===== src/rtl/hazard_scoreboard_pkg.sv =====
// Shared pipeline definitions for the ID-stage hazard scoreboard.
package hazard_scoreboard_pkg;

    localparam int unsigned REG_W              = 5;
    localparam int unsigned BUSY_CNT_W         = 4;
    localparam int unsigned STALL_CNT_W        = 16;
    localparam int unsigned MULDIV_LAT_DEFAULT = 8;

    localparam logic [REG_W-1:0] REG_ZERO = REG_W'(0);

    // One in-flight instruction as seen by the scoreboard
    typedef struct packed {
        logic             valid;
        logic [REG_W-1:0] rd;
        logic             regwrite;
        logic             isload;
    } shadow_entry_t;

    localparam shadow_entry_t SHADOW_BUBBLE = '0;

    // A load in EX whose result the instruction in ID needs right now
    function automatic logic load_use_hit(
        input shadow_entry_t    ex,
        input logic [REG_W-1:0] rs,
        input logic [REG_W-1:0] rt,
        input logic             uses_rs,
        input logic             uses_rt
    );
        logic src_hit;
        src_hit = (uses_rs && (ex.rd == rs)) || (uses_rt && (ex.rd == rt));
        return ex.valid && ex.isload && ex.regwrite && (ex.rd != REG_ZERO) && src_hit;
    endfunction

endpackage


===== src/rtl/muldiv_busy_counter.sv =====
// Tracks how long the HI/LO unit remains busy after a mult/div issues.
module muldiv_busy_counter
    import hazard_scoreboard_pkg::*;
#(
    parameter int unsigned MULDIV_LAT = MULDIV_LAT_DEFAULT  // legal range 2..15
) (
    input  logic clk,
    input  logic reset,
    input  logic load,
    output logic busy
);

    logic [BUSY_CNT_W-1:0] count;

    // Reload on an accepted mult/div, otherwise count down to zero
    always_ff @(posedge clk) begin
        if (reset) begin
            count <= BUSY_CNT_W'(0);
        end else if (load) begin
            count <= BUSY_CNT_W'(MULDIV_LAT);
        end else if (count != BUSY_CNT_W'(0)) begin
            count <= count - BUSY_CNT_W'(1);
        end
    end

    // Busy whenever any latency remains
    always_comb begin
        busy = (count != BUSY_CNT_W'(0));
    end

endmodule


===== src/rtl/hazard_scoreboard.sv =====
// ID-stage hazard scoreboard: load-use and HI/LO interlocks plus branch flush control.
module hazard_scoreboard
    import hazard_scoreboard_pkg::*;
#(
    parameter int unsigned MULDIV_LAT = MULDIV_LAT_DEFAULT
) (
    input  logic                   clk,
    input  logic                   reset,
    input  logic [REG_W-1:0]       ID_Rs,
    input  logic [REG_W-1:0]       ID_Rt,
    input  logic                   ID_UsesRs,
    input  logic                   ID_UsesRt,
    input  logic [REG_W-1:0]       ID_Rd,
    input  logic                   ID_RegWrite,
    input  logic                   ID_MemRead,
    input  logic                   ID_MulDiv,
    input  logic                   ID_ReadsHiLo,
    input  logic                   EX_BranchTaken,
    output logic                   PCWrite,
    output logic                   IF_ID_Write,
    output logic                   IF_ID_Flush,
    output logic                   ID_EX_Flush,
    output logic                   MulDivBusy,
    output logic [STALL_CNT_W-1:0] StallCount
);

    localparam int unsigned EX_IDX       = 0;
    localparam int unsigned MEM_IDX      = 1;
    localparam int unsigned WB_IDX       = 2;
    localparam int unsigned SHADOW_DEPTH = 3;

    shadow_entry_t          shadow [SHADOW_DEPTH];
    shadow_entry_t          ex_next_c;
    logic                   busy_raw;
    logic                   load_use_c;
    logic                   hilo_hazard_c;
    logic                   stall_c;
    logic                   muldiv_accept_c;
    logic [STALL_CNT_W-1:0] stall_count_q;

    muldiv_busy_counter #(
        .MULDIV_LAT (MULDIV_LAT)
    ) u_busy (
        .clk   (clk),
        .reset (reset),
        .load  (muldiv_accept_c),
        .busy  (busy_raw)
    );

    // Hazard detection; reset forces a clean, non-stalling, non-flushing view
    always_comb begin
        MulDivBusy      = 1'b0;
        load_use_c      = 1'b0;
        hilo_hazard_c   = 1'b0;
        stall_c         = 1'b0;
        muldiv_accept_c = 1'b0;
        if (!reset) begin
            MulDivBusy      = busy_raw;
            load_use_c      = load_use_hit(shadow[EX_IDX], ID_Rs, ID_Rt, ID_UsesRs, ID_UsesRt);
            hilo_hazard_c   = busy_raw && (ID_ReadsHiLo || ID_MulDiv);
            stall_c         = (load_use_c || hilo_hazard_c) && !EX_BranchTaken;
            muldiv_accept_c = ID_MulDiv && !stall_c && !EX_BranchTaken;
        end
    end

    // Pipeline control; a taken branch wins over any stall
    always_comb begin
        PCWrite     = 1'b1;
        IF_ID_Write = 1'b1;
        IF_ID_Flush = 1'b0;
        ID_EX_Flush = 1'b0;
        if (!reset) begin
            PCWrite     = !stall_c;
            IF_ID_Write = !stall_c;
            IF_ID_Flush = EX_BranchTaken;
            ID_EX_Flush = stall_c || EX_BranchTaken;
        end
    end

    // Entry that follows the ID instruction into EX, or a bubble
    always_comb begin
        ex_next_c = SHADOW_BUBBLE;
        if (!stall_c && !EX_BranchTaken) begin
            ex_next_c.valid    = 1'b1;
            ex_next_c.rd       = ID_Rd;
            ex_next_c.regwrite = ID_RegWrite;
            ex_next_c.isload   = ID_MemRead;
        end
    end

    // Shadow pipeline advances every cycle
    always_ff @(posedge clk) begin
        if (reset) begin
            shadow[EX_IDX]  <= SHADOW_BUBBLE;
            shadow[MEM_IDX] <= SHADOW_BUBBLE;
            shadow[WB_IDX]  <= SHADOW_BUBBLE;
        end else begin
            shadow[WB_IDX]  <= shadow[MEM_IDX];
            shadow[MEM_IDX] <= shadow[EX_IDX];
            shadow[EX_IDX]  <= ex_next_c;
        end
    end

    // Saturating count of stall cycles
    always_ff @(posedge clk) begin
        if (reset) begin
            stall_count_q <= STALL_CNT_W'(0);
        end else if (stall_c && (stall_count_q != {STALL_CNT_W{1'b1}})) begin
            stall_count_q <= stall_count_q + STALL_CNT_W'(1);
        end
    end

    // Expose the stall counter
    always_comb begin
        StallCount = stall_count_q;
    end

endmodule

===== config.mk =====
export PLATFORM = sky130hd
export DESIGN_NAME = hazard_scoreboard
export DESIGN_NICKNAME = d
export VERILOG_FILES = /design/src/rtl/hazard_scoreboard_pkg.sv /design/src/rtl/muldiv_busy_counter.sv /design/src/rtl/hazard_scoreboard.sv
export SDC_FILE = /design/constraint.sdc
export NUM_CORES = 1
export LEC_CHECK = 0
export BUFFER_PORTS_ARGS = -buffer_cell sky130_fd_sc_hd__buf_4
export CAP_MARGIN = 20
export CELL_PAD_IN_SITES_DETAIL_PLACEMENT = 0
export CELL_PAD_IN_SITES_GLOBAL_PLACEMENT = 1
export CORE_MARGIN = 2
export CORE_UTILIZATION = 38
export CTS_BUF_LIST = sky130_fd_sc_hd__clkbuf_4 sky130_fd_sc_hd__clkbuf_8
export DETAILED_ROUTE_END_ITERATION = 10
export GPL_TIMING_DRIVEN = 0
export PLACE_DENSITY_LB_ADDON = 0.1
export SLEW_MARGIN = 20
export SYNTH_ARGS = -nofsm -noshare
export SYNTH_HDL_FRONTEND = slang
export SYNTH_SLANG_ARGS = --single-unit

===== constraint.sdc =====
create_clock -name clk -period 2.41 [get_ports clk]
set_input_delay 0 -clock clk [delete_from_list [all_inputs] [get_ports clk]]
set_output_delay 0 -clock clk [all_outputs]
set_load 0.05 [all_outputs]

==> results.yml, run 1 <==
outcome:
  run_status: "finished, final reports clean"
power_and_ir_drop:
  leakage_nw: 0.781
  total_power_w: 0.00134
  ir_drop_uv: 231
  p_per_area_mw_per_mm2: 677
route:
  route.met3.wl_um: 225
  via_per_inst: 5.28
  vias: 1432
  antenna_left: 0
  maxUsedRoutingLayer: "met4"
  drt_iter0_markers: 61
  routed-wl-met2_um: 1670
  drt-total-wl_um: 3650
  drtPass1Iterations: 4
  met1_length_um: 1680
  routedWlPerCell_um: 13.5
  drc: 0
synth:
  ys_seq_area_share_pct: 38.4
  synth_flop_cell: "dfxtp_1"
  synth_area_leaders: "dfxtp_1 (38%), xnor2_1 (7.2%), a21oi_1 (4.5%)"
  ys_async_sr_fraction_pct: 0
  syn_nets: 197
  synth_area_leader_cell: "dfxtp_1"
  yosysMostFrequentCell: "dfxtp_1"
  syn_area_mm2: 0.00146
  synth_cells: 170
  synth_common_cells: "dfxtp_1 (28), a21oi_1 (13), nor2_1 (13), xnor2_1 (12)"
  synth_area_per_cell_um2: 8.59
  ys_warn_count: 0
  synth_cell_types: 38
  ys_ff_latch: 28
  synth_enable_flop_cells: 0
  synth.top_cell.area_share_pct: 38.4
flow_run:
  drv_cap: 0
placement:
  io_buffer_count: 44
  post_dp_cell_area_mm2: 0.00185
  finalWeightedCongestion: 0.841
  detailedPlace.worstSlack_ps: 200
  hpwl_um: 2730
clocking:
  clkTransAtPathRegs_ps: 90
  insertion_delay_ps: 270
  cts_buffers: 3
  cts_setup_buffers: 0
  cts-root-buf: "clkbuf_8"
  cts_tree: "done"
  cts_buffer_depth: 2
  clock-sinks: 28
  cts_max_level: 1
worst_setup_path:
  crit_path_start_kind: "register"
  cp-end-kind: "output pin"
  path_buf_inv: 4
  timing.critical_path.mode_cell: "buf_4"
  critPathArrivalTime_ps: 2190
  cp_slowest_stage_delay_ps: 340
  crit_chain: "inv_1, ha_1, nor3b_4, nor2_1, a21oi_1, clkbuf_4, nand2b_1, buf_4, buf_4"
  path_max_fanout: 19
  critPathTopFamily: "buffers and inverters"
  crit_required_ps: 2410
  slowest_stage: "dfxtp_1"
  criticalPathCategory: "register to output pin"
global_routing:
  antenna_found_initial: 0
  grt_max_degree: 20
  overflow: 0
  grt_pass1_vias: 1293
  grtUsageTotal_pct: 17.5
  grt_pass1_wl_um: 5950
timing:
  setup_viol: 0
  fin_skew_ps: 7.49
  hold_viol_final: 0
  fin_ws_ps: 216
  drv_slew: 0
  max-slew-margin-rel_pct: 65.2
  fmax_mhz: 456
  timing.final.crit_share_pct: 91.0
  fin_crit_ps: 2190
  tightest_slew_ps: 521
  setup_tns_ps: 0
floorplanning:
  pin_count: 45
  die_w_um: 66.0
  rows: 22
  start_util_pct: 39.6
  design.core.area_mm2: 0.00369
  die_y_um: 66.0
  design.die.area_mm2: 0.00435
cells_and_area:
  antennaDiodeCount: 0
  drive_above_1_share_pct: 28.3
  finish.instance_area_mm2: 0.00197
  postLayoutCoreUtil_pct: 53.5
  fin_nets: 252
  syn2layout_area_growth_pct: 35.1
hold_path:
  hp-class: "primary input to register"
## metal layers
metal	GRT usage, %	vias to the layer above
met5	0	-
met4	7.14	0
met3	2.39	9
met2	27.8	51
met1	23.9	636
li1	-	736
## worst paths after layout
| path | startpoint | endpoint | slack [ps] | depth (start not counted) |
|---|---|---|---|---|
| worst max-delay path | u_busy.count[0] | PCWrite | 220 | 9 |
| worst min-delay path | ID_MulDiv | u_busy.count[3] | 30 | 3 |
| worst max register to register | StallCount[0] | StallCount[14] | 280 | 8 |
| worst min register to register | StallCount[4] | StallCount[4] | 520 | 2 |
## timing repair
action | CTS | global route
resized for setup | 0 | 5
endpoints found under the hold margin | 7 | 0
endpoints found under the setup margin | 1 | 16
hold buffers | 7 | 0
## layout make-up
class / instances / area (um2)
fillers: 369 / 1720
multi-input cells: 126 / 842
flip-flops and latches: 28 / 561
repair buffers: 51 / 400
well taps: 48 / 60.1
plain buffers: 8 / 42.5
clock buffers: 3 / 41.3
inverters: 7 / 26.3
## power breakdown
part	internal [W]	switching [W]	leakage, nW	total, W
Clock	0.000112	0.000138	0.0216	0.000251
Combinational	0.000215	0.000318	0.532	0.000533
Sequential	0.000510	0.0000421	0.227	0.000552
Total	0.000837	0.000498	0.781	0.00134
## flip-flops by register name, summed over array words and instances (netlist names)
register      count
StallCount       16
shadow            8
u_busy.count      4
## worst register-to-register path, cell delays in order (launching register included)
cell	delay (ps)
dfxtp_1	410
ha_1	260
nand2_1	130
nor3_2	240
nand3_1	130
o21ai_2	360
buf_4	260
o311ai_0	150
o41ai_1	90
## through the flow
step                      std cells  hold slack (ps)
final                           271             30.0
after floorplan                 170              146
after global placement          262              227
after CTS                       271             35.2
after global routing            271             36.9
after detailed placement        262              231
## logic make-up after synthesis
family                     share of synthesized area [%]
buffers and inverters                               4.71
muxes                                               3.08
adders and majority gates                           2.57
DFF                                                 38.4
and+or+nand+nor                                     30.2
xor gates and xnor gates                            7.20
AOI/OAI and AO/OA                                   13.8
## layout by cell type, fill, tap and decap left out, drive strengths merged, types with 2 or more instances in the layout
master       count
clkbuf           8
dlygate4sd3      7
nand3           10
mux2             4
nand4            8
o21ai            7
o311ai           4
or4              3
dfxtp           28
nand2            6
a21oi           13
nor3             5
or2              2
inv              7
and3             9
o31ai            4
or3              6
nor3b            3
nor2b            3
ha               3
nor2            13
xnor2           12
buf             47
nor4             3
o41ai            3
Note: power is estimated with default switching activity, not from simulation.
==> inputs of run 2 (changes only) <==
CORE_MARGIN = unset   (was 2)
==> run 2 against run 1 <==
- register-to-register slack lost 50 ps
- final cell count increased by 1.5%
- worst setup slack better by 9.7 ps
- clock skew down 5.3 ps
- combinational power is 8.6% higher
- design area rose by 1.5%
- wire length is 5.3% higher
- fmax increased by 0.44%
- sequential cell count unchanged
- largest power group is now combinational logic
==> results.yml, run 2 (synthesis results as in run 1) <==
outcome:
  run_status: "finished, final reports clean"
cells_and_area:
  drive_above_1_share_pct: 29.1
  fin_nets: 255
  fill_cells: 355
  syn2layout_area_growth_pct: 37.2
  finish.instance_area_mm2: 0.00200
  final_common_cell: "buf_4"
  largest_register_ffs: 16
  layout_common_cells: "buf_4 (48), dfxtp_1 (28), nor2_1 (13), a21oi_1 (13), xnor2_1 (12)"
  antennaDiodeCount: 0
  postLayoutCoreUtil_pct: 54.7
floorplanning:
  die_y_um: 64.0
  design.core.area_mm2: 0.00366
  rows: 22
  design.die.area_mm2: 0.00409
  pin_count: 45
  die_w_um: 64.0
  start_util_pct: 39.9
power_and_ir_drop:
  p_per_area_mw_per_mm2: 710
  switchingPower_w: 0.000522
  p_int_w: 0.000900
  ir_drop_uv: 393
  pwr-share-clk_pct: 20.3
  total_power_w: 0.00142
  p_sw_share_pct: 36.7
  leakage_nw: 0.798
  p_seq_share_pct: 39.0
  pwr-share-comb_pct: 40.7
route:
  drc: 0
  antenna_left: 0
  vias: 1436
  routedWlPerCell_um: 14.0
  drtPass1Iterations: 4
  via_per_inst: 5.22
  drt-total-wl_um: 3840
  drt_iter0_markers: 44
worst_setup_path:
  critPathArrivalTime_ps: 2370
  ff2ff_setup_slack_ps: 230
  r2r_start: "StallCount[0]"
  crit_required_ps: 2590
  r2r-end: "StallCount[14]"
  cp-end-kind: "register"
  reg2reg_depth: 8
  path_max_fanout: 10
  crit_path_start_kind: "register"
  criticalPathCategory: "register to register"
flow_run:
  drv_cap: 0
timing:
  fin_skew_ps: 2.23
  max-slew-margin-rel_pct: 67.6
  setup_tns_ps: 0
  fmax_mhz: 458
  fin_crit_ps: 2180
  rsz0062_at_grt: "false"
  drv_slew: 0
  tightest_slew_ps: 485
  hold_viol_final: 0
  setup_viol: 0
  timing.final.crit_share_pct: 90.6
hold_path:
  worst_hold_startpoint: "ID_MulDiv"
  hold_depth: 3
  min_to: "u_busy.count[3]"
  hp-class: "primary input to register"
clocking:
  cts-root-buf: "clkbuf_8"
  clock-sinks: 28
  cts_buffers: 3
  insertion_delay_ps: 270
  cts_max_level: 1
  cts_buffer_depth: 2
  clkTransAtPathRegs_ps: 90
  cts_tree: "done"
global_routing:
  grtUsageTotal_pct: 19.8
  grt_pass1_vias: 1358
  antenna_found_initial: 0
  overflow: 0
  grt_max_degree: 16
  grt_pass1_wl_um: 6290
placement:
  finalWeightedCongestion: 0.816
  hpwl_um: 2740
  post_dp_cell_area_mm2: 0.00185
  io_buffer_count: 44
-- run 2: changes by cell type in the layout (fill, tap and decap cells not counted), sizes merged --
| cell | change |
|---|---|
| buf | +3 |
| clkbuf | +1 |
-- run 2: metal layers --
layer  vias up  wire (um)  global-route usage (%)
met4         0         57                    8.52
met3         5        190                    2.86
met5         -          0                       0
met2        41       1820                    33.0
li1        732          -                       -
met1       658       1780                    25.3
-- run 2: timing repair --
item	in CTS	in global routing
hold buffers	7	0
hold endpoints to repair	7	0
setup endpoints to repair	1	14
buffers inserted	0	2
gates cloned	0	0
gates resized for setup	1	2
-- run 2: layout make-up --
cell class              instances  area, um2  area share [%]
clock buffers                   4       55.1            2.75
repair buffers                 53        415            20.7
plain buffers                   9       43.8            2.19
flip-flops and latches         28        561            28.0
well taps                      48       60.1            3.00
multi-input cells             126        842            42.0
inverters                       7       26.3            1.31
-- run 2: power groups by stage --
stage / logic, W / clock network, W / registers, W
final: 0.000579 / 0.000289 / 0.000554
after global routing: 0.000635 / 0.000321 / 0.000561
after CTS: 0.000537 / 0.000300 / 0.000549
after detailed placement: 0.000522 / 0 / 0.000560
after global placement: 0.000508 / 0 / 0.000557
after floorplan: 0.000349 / 0 / 0.000565
-- run 2: how the worst max path moves through the flow --
| stage | startpoint | to | cells after the start |
|---|---|---|---|
| 2_1_floorplan | StallCount[0] | StallCount[10] | 7 |
| 3_3_place_gp | StallCount[0] | StallCount[14] | 8 |
| 3_5_place_dp | u_busy.count[0] | StallCount[1] | 9 |
| 4_1_cts | u_busy.count[0] | ID_EX_Flush | 9 |
| 5_1_grt | StallCount[0] | StallCount[14] | 8 |
| 6_report | StallCount[0] | StallCount[14] | 8 |
-- run 2: through the flow --
step	cells	hold slack, ps	setup WS, ps
detailed placement	262	230	141
finish	275	42.1	225
global route	275	48.7	10.7
global placement	262	227	190
floorplan	170	146	170
CTS	273	40.5	48.3
-- run 2: worst max-delay path: stages (launching register included) --
cell and delay [ps]:
dfxtp_1 430, ha_1 270, nand2_1 130, nor3_2 250, nand3_1 130, o21ai_2 360, buf_4 260, o311ai_0 170
o41ai_1 100
==> inputs of run 3 (changes only) <==
--- a/config.mk
+++ b/config.mk
@@ -19,2 +19,3 @@
 export SYNTH_HDL_FRONTEND = slang
+export SYNTH_HIERARCHICAL = 1
 export SYNTH_SLANG_ARGS = --single-unit
==> constraint.sdc (replaced) <==
create_clock -name clk -period 2.41 [get_ports clk]
set_input_delay 0.1205 -clock clk [delete_from_list [all_inputs] [get_ports clk]]
set_output_delay 0.1205 -clock clk [all_outputs]
set_load 0.05 [all_outputs]
==> run 3 against run 2 <==
- hold slack improved by 5.3 ps
- total power decreased by 2.4%
- area after synthesis decreased by 3.5%
- worst setup slack got worse by 49 ps
- clock-buffer cell count unchanged
- critical endpoint is now StallCount[10]
- global-route usage decreased by 2.6 points
- critical path depth unchanged
- largest power group is now sequential cells
- highest routed layer unchanged
- final cell count decreased by 6.2%
- die area decreased by 3.4%
- clock skew increased by 0.52 ps
- clock power decreased by 1%
==> results.yml, run 3 <==
clocking:
  clkTransAtPathRegs_ps: 90
  cts_buffer_depth: 2
  clock-sinks: 28
  cts_tree: "done"
  cts_buffers: 3
  cts-root-buf: "clkbuf_8"
  cts_max_level: 1
  insertion_delay_ps: 270
synth:
  ys_seq_area_share_pct: 39.8
  synth_area_per_cell_um2: 8.59
  syn_nets: 191
  synth_area_leader_cell: "dfxtp_1"
  synth.top_cell.area_share_pct: 39.8
  ys_warn_count: 6
  yosysMostFrequentCell: "dfxtp_1"
  synth_cell_types: 36
  synth_area_leaders: "dfxtp_1 (40%), xor2_1 (5.6%), a21oi_1 (5.0%)"
  synth_enable_flop_cells: 0
  ys_ff_latch: 28
  syn_area_mm2: 0.00141
  synth_cells: 164
  synth_common_cells: "dfxtp_1 (28), a21oi_1 (14), o21ai_0 (13), and3_1 (11), or3_1 (11)"
  synth_flop_cell: "dfxtp_1"
  ys_async_sr_fraction_pct: 0
worst_setup_path:
  ff2ff_setup_slack_ps: 180
  path_max_fanout: 10
  criticalPathCategory: "register to register"
  crit_chain: "ha_1, and2_1, and4_1, a211o_1, a2bb2oi_1, buf_2, or3_1, a21oi_1"
  r2r-end: "StallCount[10]"
  critPathTopFamily: "simple AND/OR/NAND/NOR gates"
  critPathArrivalTime_ps: 2440
  path_depth: 8
  path_buf_inv: 1
  cp-endpoint: "StallCount[10]"
  r2r_start: "StallCount[0]"
  reg2reg_depth: 8
  cp-startpoint: "StallCount[0]"
  cp_slowest_stage_delay_ps: 390
  cp-end-kind: "register"
  crit_path_start_kind: "register"
  crit_required_ps: 2620
  slowest_stage: "dfxtp_1"
cells_and_area:
  fin_nets: 240
  drive_above_1_share_pct: 27.4
  final_cell_count_no_fill: 258
  finish.instance_area_mm2: 0.00186
  syn2layout_area_growth_pct: 32.1
  layout_common_cells: "buf_4 (45), dfxtp_1 (28), a21oi_1 (14)"
  antennaDiodeCount: 0
  final_common_cell: "buf_4"
  largest_register_ffs: 16
outcome:
  run_status: "finished, final reports clean"
timing:
  max-slew-margin-rel_pct: 67.8
  rsz0062_at_grt: "false"
  setup_viol: 0
  setup_tns_ps: 0
  hold_viol_final: 0
  fin_skew_ps: 2.75
  fmax_mhz: 448
  timing.final.crit_share_pct: 92.7
  fin_crit_ps: 2230
  drv_slew: 0
  tightest_slew_ps: 483
flow_run:
  drv_cap: 0
route:
  drc: 0
  drtPass1Iterations: 4
  drt_iter0_markers: 41
  drt-total-wl_um: 3340
  via_per_inst: 5.14
  antenna_left: 0
  routedWlPerCell_um: 13.0
  vias: 1327
floorplanning:
  rows: 21
  die_y_um: 62.9
  die_w_um: 62.9
  pin_count: 45
  design.die.area_mm2: 0.00396
  design.core.area_mm2: 0.00344
  start_util_pct: 40.9
placement:
  io_buffer_count: 44
  numPlacedInstances: 254
  hpwl_um: 2530
  finalWeightedCongestion: 0.756
  post_dp_cell_area_mm2: 0.00180
power_and_ir_drop:
  ir_drop_uv: 202
  leakage_nw: 0.807
  total_power_w: 0.00139
  p_per_area_mw_per_mm2: 746
global_routing:
  grt_pass1_wl_um: 5450
  overflow: 0
  grt_max_degree: 16
  grtUsageTotal_pct: 17.2
  antenna_found_initial: 0
  grt_pass1_vias: 1255
hold_path:
  hp-class: "primary input to register"
## run 3: cell count changes in the layout (fill, tap and decap cells not counted), sizes merged, moves of 5 or more
cell / delta
xnor2: -9
or3: +5
o21ai: +7
dlygate4sd3: -7
nor2: -6
xor2: +9
nand4: -6
## run 3: cell type report
cell class | count | area [um2]
Timing Repair Buffer | 44 | 330
Multi-Input combinational cell | 125 | 807
Inverter | 3 | 11.3
Clock buffer | 4 | 55.1
Sequential cell | 28 | 561
Tap cell | 46 | 57.6
Fill cell | 355 | 1580
Buffer | 8 | 38.8
## run 3: worst min path at each step
stage	startpoint	to	depth (start not counted)
after floorplan	reset	u_busy/count[1]	1
after global placement	EX_BranchTaken	shadow[0][7]	2
after detailed placement	EX_BranchTaken	shadow[0][7]	2
after CTS	EX_BranchTaken	shadow[0][7]	2
after global routing	EX_BranchTaken	shadow[0][7]	2
final	EX_BranchTaken	shadow[0][7]	2
## run 3: cells by family (layout without fill, tap and decap cells)
group                    count (synthesis)  count (layout)  share of synthesized area, %
AO/OA/AOI/OAI                           35              35                          15.0
XOR/XNOR                                12              12                          7.46
adder cells (fa/ha/maj)                  3               3                          2.66
buffers and inverters                   11              59                          3.46
flip-flops                              28              28                          39.8
multiplexers                             4               4                          2.93
AND/OR/NAND/NOR                         71              71                          28.7
## run 3: per-stage QoR
| step | hold WS (ps) | utilization [%] | setup slack (ps) |
|---|---|---|---|
| 2_1_floorplan | 189 | - | 182 |
| 3_3_place_gp | 342 | 52.2 | 131 |
| 3_5_place_dp | 339 | 52.2 | 78.4 |
| 4_1_cts | 44.9 | 53.8 | 8.69 |
| 5_1_grt | 37.4 | 54.1 | 33.1 |
| 6_report | 47.5 | 54.1 | 177 |
## run 3: metal layers
metal | track usage [%] | vias up | wire length, um
met5 | 0 | - | 0
met4 | 6.40 | 0 | 51
met3 | 4.01 | 7 | 167
met2 | 30.0 | 32 | 1630
met1 | 20.2 | 600 | 1500
li1 | - | 688 | -
## run 3: timing repair
item,CTS,global route
setup endpoints to repair,0,7
resized for setup,0,5
hold buffers,0,0
buffers inserted,0,0
hold endpoints to repair,0,0
## run 3: worst register-to-register path, delay by kind of cell (launching register included)
kind | cells | cell delay, ps
and+or+nand+nor | 3 | 790
AOI/OAI and AO/OA | 3 | 550
DFF | 1 | 390
adders and majority gates | 1 | 260
buffers and inverters | 1 | 180
## run 3: where the power goes
part | leakage, nW | total, W | internal (W) | switching [W]
sequential | 0.227 | 0.000552 | 0.000512 | 0.0000399
clock | 0.0288 | 0.000285 | 0.000146 | 0.000139
combinational | 0.550 | 0.000551 | 0.000220 | 0.000331
total | 0.807 | 0.00139 | 0.000878 | 0.000510
